$ cat src/rtl/core_pkg.sv
// Shared fetch-stage definitions: FSM state encoding, NOP encoding and PC constants.
package core_pkg;

  localparam int unsigned XLEN = 32;
  localparam logic [XLEN-1:0] PC_STEP = 32'd4;
  localparam logic [XLEN-1:0] NOP_INSTR = 32'h0000_0013;

  typedef enum logic [1:0] {
    S_REQ  = 2'd0,
    S_WAIT = 2'd1,
    S_HOLD = 2'd2
  } fetch_state_t;

  function automatic logic [XLEN-1:0] word_align(input logic [XLEN-1:0] addr);
    return {addr[XLEN-1:2], 2'b00};
  endfunction

endpackage

$ cat src/rtl/pc_reg.sv
// Program counter: synchronous reset, load (redirect) over increment over hold, single cycle.
// Always word aligned; no backpressure of its own, the fetch FSM decides when it moves.
module pc_reg
  import core_pkg::*;
#(
  parameter logic [XLEN-1:0] RESET_PC = 32'h0000_0000
) (
  input  logic            clk,
  input  logic            rst,
  input  logic            load,
  input  logic [XLEN-1:0] load_pc,
  input  logic            inc,
  output logic [XLEN-1:0] pc
);

  always_ff @(posedge clk) begin
    if (rst) begin
      pc <= word_align(RESET_PC);
    end else if (load) begin
      pc <= word_align(load_pc);
    end else if (inc) begin
      // Natural 32-bit wrap: 32'hFFFF_FFFC steps to 0.
      pc <= word_align(pc + PC_STEP);
    end
  end

endmodule

$ cat src/rtl/instr_fetch.sv
// Fetch stage: one outstanding imem read, 3-cycle minimum per instruction.
// Holds instr_out/instr_pc until instr_ready; redirect flushes in-flight or held work.
module instr_fetch
  import core_pkg::*;
#(
  parameter logic [31:0] RESET_PC = 32'h0000_0000,
  parameter int unsigned XLEN_P   = 32
) (
  input  logic        clk,
  input  logic        rst,
  output logic        imem_req_valid,
  input  logic        imem_req_ready,
  output logic [31:0] imem_req_addr,
  input  logic        imem_rsp_valid,
  input  logic [31:0] imem_rsp_data,
  input  logic        redirect_valid,
  input  logic [31:0] redirect_pc,
  output logic        instr_valid,
  input  logic        instr_ready,
  output logic [31:0] instr_out,
  output logic [31:0] instr_pc
);

  fetch_state_t    state, state_nxt;
  logic            drop, drop_nxt;
  logic            pc_load, pc_inc, capture;
  logic [XLEN-1:0] pc;
  logic [XLEN-1:0] instr_out_q, instr_pc_q;

  pc_reg #(
    .RESET_PC (RESET_PC)
  ) u_pc_reg (
    .clk     (clk),
    .rst     (rst),
    .load    (pc_load),
    .load_pc (redirect_pc),
    .inc     (pc_inc),
    .pc      (pc)
  );

  always_ff @(posedge clk) begin
    if (rst) begin
      state       <= S_REQ;
      drop        <= 1'b0;
      instr_out_q <= NOP_INSTR;
      instr_pc_q  <= word_align(RESET_PC);
    end else begin
      state <= state_nxt;
      drop  <= drop_nxt;
      if (capture) begin
        instr_out_q <= imem_rsp_data;
        instr_pc_q  <= pc;
      end
    end
  end

  always_comb begin
    state_nxt = state;
    drop_nxt  = drop;
    pc_load   = 1'b0;
    pc_inc    = 1'b0;
    capture   = 1'b0;
    unique case (state)
      S_REQ: begin
        if (redirect_valid) begin
          pc_load = 1'b1;
        end else if (imem_req_ready) begin
          state_nxt = S_WAIT;
        end
      end
      S_WAIT: begin
        if (redirect_valid && imem_rsp_valid) begin
          pc_load   = 1'b1;
          drop_nxt  = 1'b0;
          state_nxt = S_REQ;
        end else if (redirect_valid) begin
          // Response still owed for the old PC; mark it for discard.
          pc_load  = 1'b1;
          drop_nxt = 1'b1;
        end else if (imem_rsp_valid && drop) begin
          drop_nxt  = 1'b0;
          state_nxt = S_REQ;
        end else if (imem_rsp_valid) begin
          capture   = 1'b1;
          pc_inc    = 1'b1;
          state_nxt = S_HOLD;
        end
      end
      S_HOLD: begin
        if (redirect_valid) begin
          pc_load   = 1'b1;
          state_nxt = S_REQ;
        end else if (instr_ready) begin
          state_nxt = S_REQ;
        end
      end
      default: begin
        state_nxt = S_REQ;
        drop_nxt  = 1'b0;
      end
    endcase
  end

  assign imem_req_valid = (state == S_REQ) && !redirect_valid && !rst;
  assign imem_req_addr  = pc;
  assign instr_valid    = (state == S_HOLD);
  assign instr_out      = instr_out_q;
  assign instr_pc       = instr_pc_q;

endmodule
$ cat config.mk
export PLATFORM = sky130hd
export DESIGN_NAME = instr_fetch
export DESIGN_NICKNAME = d
export VERILOG_FILES = /design/src/rtl/core_pkg.sv /design/src/rtl/pc_reg.sv /design/src/rtl/instr_fetch.sv
export SDC_FILE = /design/constraint.sdc
export NUM_CORES = 1
export LEC_CHECK = 0
export BUFFER_PORTS_ARGS = -buffer_cell sky130_fd_sc_hd__buf_2
export CAP_MARGIN = 40
export CORE_MARGIN = 10
export CORE_UTILIZATION = 49
export DETAILED_ROUTE_END_ITERATION = 6
export GPL_ROUTABILITY_DRIVEN = 1
export MAX_ROUTING_LAYER = met4
export PLACE_DENSITY = 0.8
export SETUP_SLACK_MARGIN = 0.05
export SLEW_MARGIN = 20
export SYNTH_ARGS = -nofsm -noshare
export SYNTH_HDL_FRONTEND = slang
export SYNTH_SLANG_ARGS = --single-unit
export TNS_END_PERCENT = 100
$ cat constraint.sdc
create_clock -name clk -period 2.3 [get_ports clk]
set_input_delay 0.115 -clock clk [delete_from_list [all_inputs] [get_ports clk]]
set_output_delay 0.115 -clock clk [all_outputs]
set_load 0.02 [all_outputs]
**Word level (Yosys, flattened, before mapping)**

Index checks and enable logic that the tools add are counted.

- Word-level logic and storage cells: 49
- Bits in read-only memories: 0
- Memory bits (writable): 0
- Register bits: 95
- Output and inout port bits: 98
- Input port bits: 70
- Bits in latches: 0
- Memories kept: 0

- Eq/ne operators: 8
- Divide/modulo/power cells: 0
- Shift operators: 0
- $add $sub $neg: 1
- Multiplexer cells: 23
- Reductions and logical operators: 11
- $lt $le $gt $ge: 0
- Bitwise operators: 1
- $mul: 0

Operator list:

| cell | count |
|---|---|
| two-way mux 32 bit | 2 |
| adder 32 x 3 -> 32 bit, second input constant | 1 |
| two-way mux 2 bit | 8 |
| two-way mux 1 bit | 10 |
| != test 4 bit, second input constant | 2 |
| one-hot mux 2 bit (3 select lines) | 1 |
| AND reduction 5 bit | 1 |
| logical AND 1 bit | 4 |
| != test 2 bit, second input constant | 2 |
| one-hot mux 1 bit (2 select lines) | 2 |
| != test 3 x 2 -> 1 bit, second input constant | 1 |
| != test 3 bit, second input constant | 1 |
| equality test 2 x 1 -> 1 bit, second input constant | 1 |
| equality test 2 bit, second input constant | 1 |
| logical NOT 1 bit | 2 |
| logical NOT 2 bit | 1 |
| AND reduction 2 bit | 1 |
| nonzero test 2 bit | 1 |
| OR reduction 2 bit | 1 |
| NOT 1 bit | 1 |

**Logic depth before layout (Yosys ltp)**

- Word-level depth: 7
- Mapped depth: 8
- Depth with buffers taken out: 5

**Cells and area by module**

A second synthesis with hierarchy kept.

- Cells, all modules: 546
- Area total of the unflattened synthesis: 4976.0 um^2

Modules (own cells, without submodules):

| module | times used | cells an instance | sequential area each (um^2) | area an instance (um^2) |
|---|---|---|---|---|
| instr_fetch | 1 | 295 | 1341.3 | 3046.7 |
| pc_reg | 1 | 251 | 600.6 | 1929.4 |

**Worst setup path after synthesis**

OpenSTA, ideal clock, no wires.

- Kind: register to register
- From: reg u_pc_reg.pc[4]
- To: reg u_pc_reg.pc[21]
- Required time: 2.209 ns
- Path buffers: 2
- Cell stages (with the launch flop): 7
- Data arrival time: 2.174 ns
- Period minus slack after synthesis: 2.265 ns
- Path slack: 0.035 ns
- Library setup time: 0.091 ns
- Path through: dfxtp_1 -> clkbuf_2 -> nand4_4 -> or4_1 -> buf_2 -> or4_1 -> a311oi_1

- Cells in the longest elaborated chain, start to end: 3

Ends and longest elaborated chain:

| what | line | RTL |
|---|---|---|
| from (decl) | pc_reg.sv:13 | `output logic [XLEN-1:0] pc` |
| from (signal assigned) | pc_reg.sv:18 | `pc <= word_align(RESET_PC);` |
| from (signal assigned) | pc_reg.sv:20 | `pc <= word_align(load_pc);` |
| from (signal assigned) | pc_reg.sv:23 | `pc <= word_align(pc + PC_STEP);` |
| adder 32 x 3 -> 32 bit | pc_reg.sv:23 |  |
| two-way mux 32 bit | pc_reg.sv:21 | `end else if (inc) begin` |
| two-way mux 32 bit | pc_reg.sv:19 | `end else if (load) begin` |

No other way between the ends. The select of a mux whose other input is x is not followed.
A chain may end at the register's enable or synchronous reset.

**Worst setup path in the final report**

- From: reg u_pc_reg.pc[3]
- To: reg u_pc_reg.pc[28]

The elaborated chain is that of the path after synthesis.

==> run metrics <==
Syn Std Cell Area 4300 um2; Leak Pwr 2.37 nW; Worst Reg2Reg Path Length in Cells 6; maximum clock insertion buffer count 2; mux contribution to synthesized area 0%; via count of the first global-routing pass 4519; sort of element at the start of the critical path flop; combinational family with the most area after synthesis simple AND/OR/NAND/NOR gates; flop and latch count out of synthesis 95; via-per-instance ratio 5.60; min Tclk post-route 2180 ps; fraction of registers with async set/reset 0%; largest voltage drop on the vdd net 0.353 mV; Avg Cell Area, Syn 7.94 um2; die outline height 114 um; number of ports placed on the die boundary 168; Fmax 0.459 GHz; proportion of layout cells with a drive suffix above 1 29.6%; Horiz. Die Dim 114 um; Antenna Violating Nets Remaining 0; Cells after Synth 541; last weighted congestion value of the routability-driven placer 0.875; compound-gate portion of the synthesized area 19.1%; core area 8640 um2; CP Capture Type flop; input/output buffers 161; endpoint arrival time on the critical path 2470 ps; htree depth 3; net count of the finished layout 798; max reg flops 32; commonest cells after routing, fill and taps aside sky130_fd_sc_hd__buf_2 (160), sky130_fd_sc_hd__nand2_1 (142), sky130_fd_sc_hd__dfxtp_1 (93); routed wire length per instance 16.6 um; most common library cell in the layout ignoring fill and taps sky130_fd_sc_hd__buf_2; total via count in the routed design 4706; clock slew at the register clock pins of the worst setup and hold paths 100 ps; Adder-Cell Fraction of Synth Area 0.291%; proportion of synthesized chip area in sequential cells 44.3%; DP Wirelength 9870 um; initial DRC count 377; Worst Hold Path EP u_pc_reg.pc[13]$_SDFFE_PP0P_; count of unresolved DRC violations after routing 0; required time at the endpoint of the critical path 2590 ps; clock tree sinks 95; part of the cycle the worst path needs 94.8%; Hold Fails Final Rpt 0; CTS tree built; latest clock arrival within the worst-skew pair 370 ps; startpoint of the lowest-slack register-to-register path u_pc_reg.pc[3]$_SDFFE_PP0P_; overall power after layout 0.00327 W; slack of the worst reg-to-reg path 120 ps; Max FO, Critical Path 5; wire length of the first global-routing pass 22300 um; Setup Crit Path Kind flop to flop; pin count of the biggest net entering global routing 49; initial antenna violation count 1; Initial Utilization 49.7%; count of warnings emitted by yosys 0; Initial DRT Pass Iterations 5; overall global routing resource usage 21.1%; layout overhead on the synthesized area 34.4%; most frequently used flop master after synthesis sky130_fd_sc_hd__dfxtp_1; post-synth cell types 53; Worst Skew 10.5 ps; Synth Area in Simple Gates 29.3%; fraction of synthesized cell area in xor and xnor cells 1.43%; RSZ-0062 raised after global routing false; Num CTS Buffers 9; critical register-to-register path endpoint u_pc_reg.pc[28]$_SDFFE_PP0P_; number of setup violations in the final report 0; worst hold stages 3; hold path startpoint redirect_pc[13]; Rows 34; number of maximum-capacitance constraint violations 0; run status finished, final reports clean; overflow left after global routing 0; P per Cell Area 567 nW/um2; aggregate negative setup slack 0 ps; max-slew violation count 0; root buf cell sky130_fd_sc_hd__clkbuf_8; sum of routed wire length over all layers 13900 um; Post-synth EDFFs 0; floorplan die area 12900 um2; type of the tightest min-delay check primary input to flop
## how the worst max path moves through the flow
stage / start / endpoint / slack (ps)
after detailed placement: u_pc_reg.pc[3]$_SDFFE_PP0P_ / u_pc_reg.pc[24]$_SDFFE_PP0P_ / 110
final: u_pc_reg.pc[3]$_SDFFE_PP0P_ / u_pc_reg.pc[28]$_SDFFE_PP0P_ / 120
after floorplan: u_pc_reg.pc[5]$_SDFFE_PP0P_ / u_pc_reg.pc[21]$_SDFFE_PP0P_ / 100
after global placement: u_pc_reg.pc[3]$_SDFFE_PP0P_ / u_pc_reg.pc[24]$_SDFFE_PP0P_ / 220
after CTS: u_pc_reg.pc[3]$_SDFFE_PP0P_ / u_pc_reg.pc[24]$_SDFFE_PP0P_ / 60
after global routing: u_pc_reg.pc[3]$_SDFFE_PP0P_ / u_pc_reg.pc[28]$_SDFFE_PP0P_ / 50
## layer usage
metal / track usage [%] / share of wire [%]
met5: - / 0
met4: 8.29 / 2.9
met3: 3.78 / 6.6
met2: 33.8 / 49
met1: 25.9 / 42
## critical path: stages, from the launching register on
cell and delay [ps]:
sky130_fd_sc_hd__dfxtp_1 430, sky130_fd_sc_hd__ha_1 280, sky130_fd_sc_hd__and4_2 310, sky130_fd_sc_hd__nand4_1 200
sky130_fd_sc_hd__buf_4 230, sky130_fd_sc_hd__or4_1 490, sky130_fd_sc_hd__a31oi_1 170
## through the flow
stage	area (um2)	hold WS (ps)	cells	worst slack [ps]	utilization, %
floorplan	4310	239	544	102	-
global placement	5240	322	789	219	60.7
detailed placement	5240	333	789	109	60.7
CTS	5750	9.67	837	62.9	66.5
global route	5770	26.3	841	49.9	66.8
finish	5770	13.4	841	119	66.8
## what timing repair did
action                                  4_1_cts  5_1_grt
buffers inserted                              0        3
endpoints found under the setup margin        0        4
hold buffers                                 32        0
resized for setup                             0        1
hold endpoints to repair                     32        0
## report_power, final
| part | total, W | switching (W) | internal (W) |
|---|---|---|---|
| clock network | 0.00107 | 0.000651 | 0.000421 |
| registers | 0.00176 | 0.0000692 | 0.00169 |
| logic | 0.000438 | 0.000246 | 0.000192 |
| total | 0.00327 | 0.000966 | 0.00231 |
## cell type report
type	count	area, um2
antenna	1	2.50
fill	738	2860
timing repair buffer	218	1350
sequential	95	1900
clock buffer	9	124
clock inverter	7	62.6
inverter	3	11.3
tap	108	135
multi-input combinational	400	2180
## Yosys cell counts, drive strengths merged (7+ instances only)
cell    instances  share of area, %
clkbuf         31               2.7
nor2           24               2.1
nand3          15               1.7
buf            15               2.5
or3             7               1.0
nor4            8               1.2
dfxtp          95                44
nand4          14               2.5
a311oi         11               2.2
or4            13               2.3
a211oi          7               1.2
a21oi          68               7.9
nor3            8              0.93
nand2         143                12
## cells by family (layout without fill, tap and decap cells)
| logic type | Yosys count | after routing |
|---|---|---|
| simple gates | 260 | 260 |
| xor+xnor | 7 | 7 |
| buf+inv | 49 | 237 |
| fa+ha+maj | 1 | 1 |
| other cells | 1 | 5 |
| compound gates | 128 | 128 |
| flops | 95 | 95 |
No activity file was read; power rests on OpenSTA's default activity.
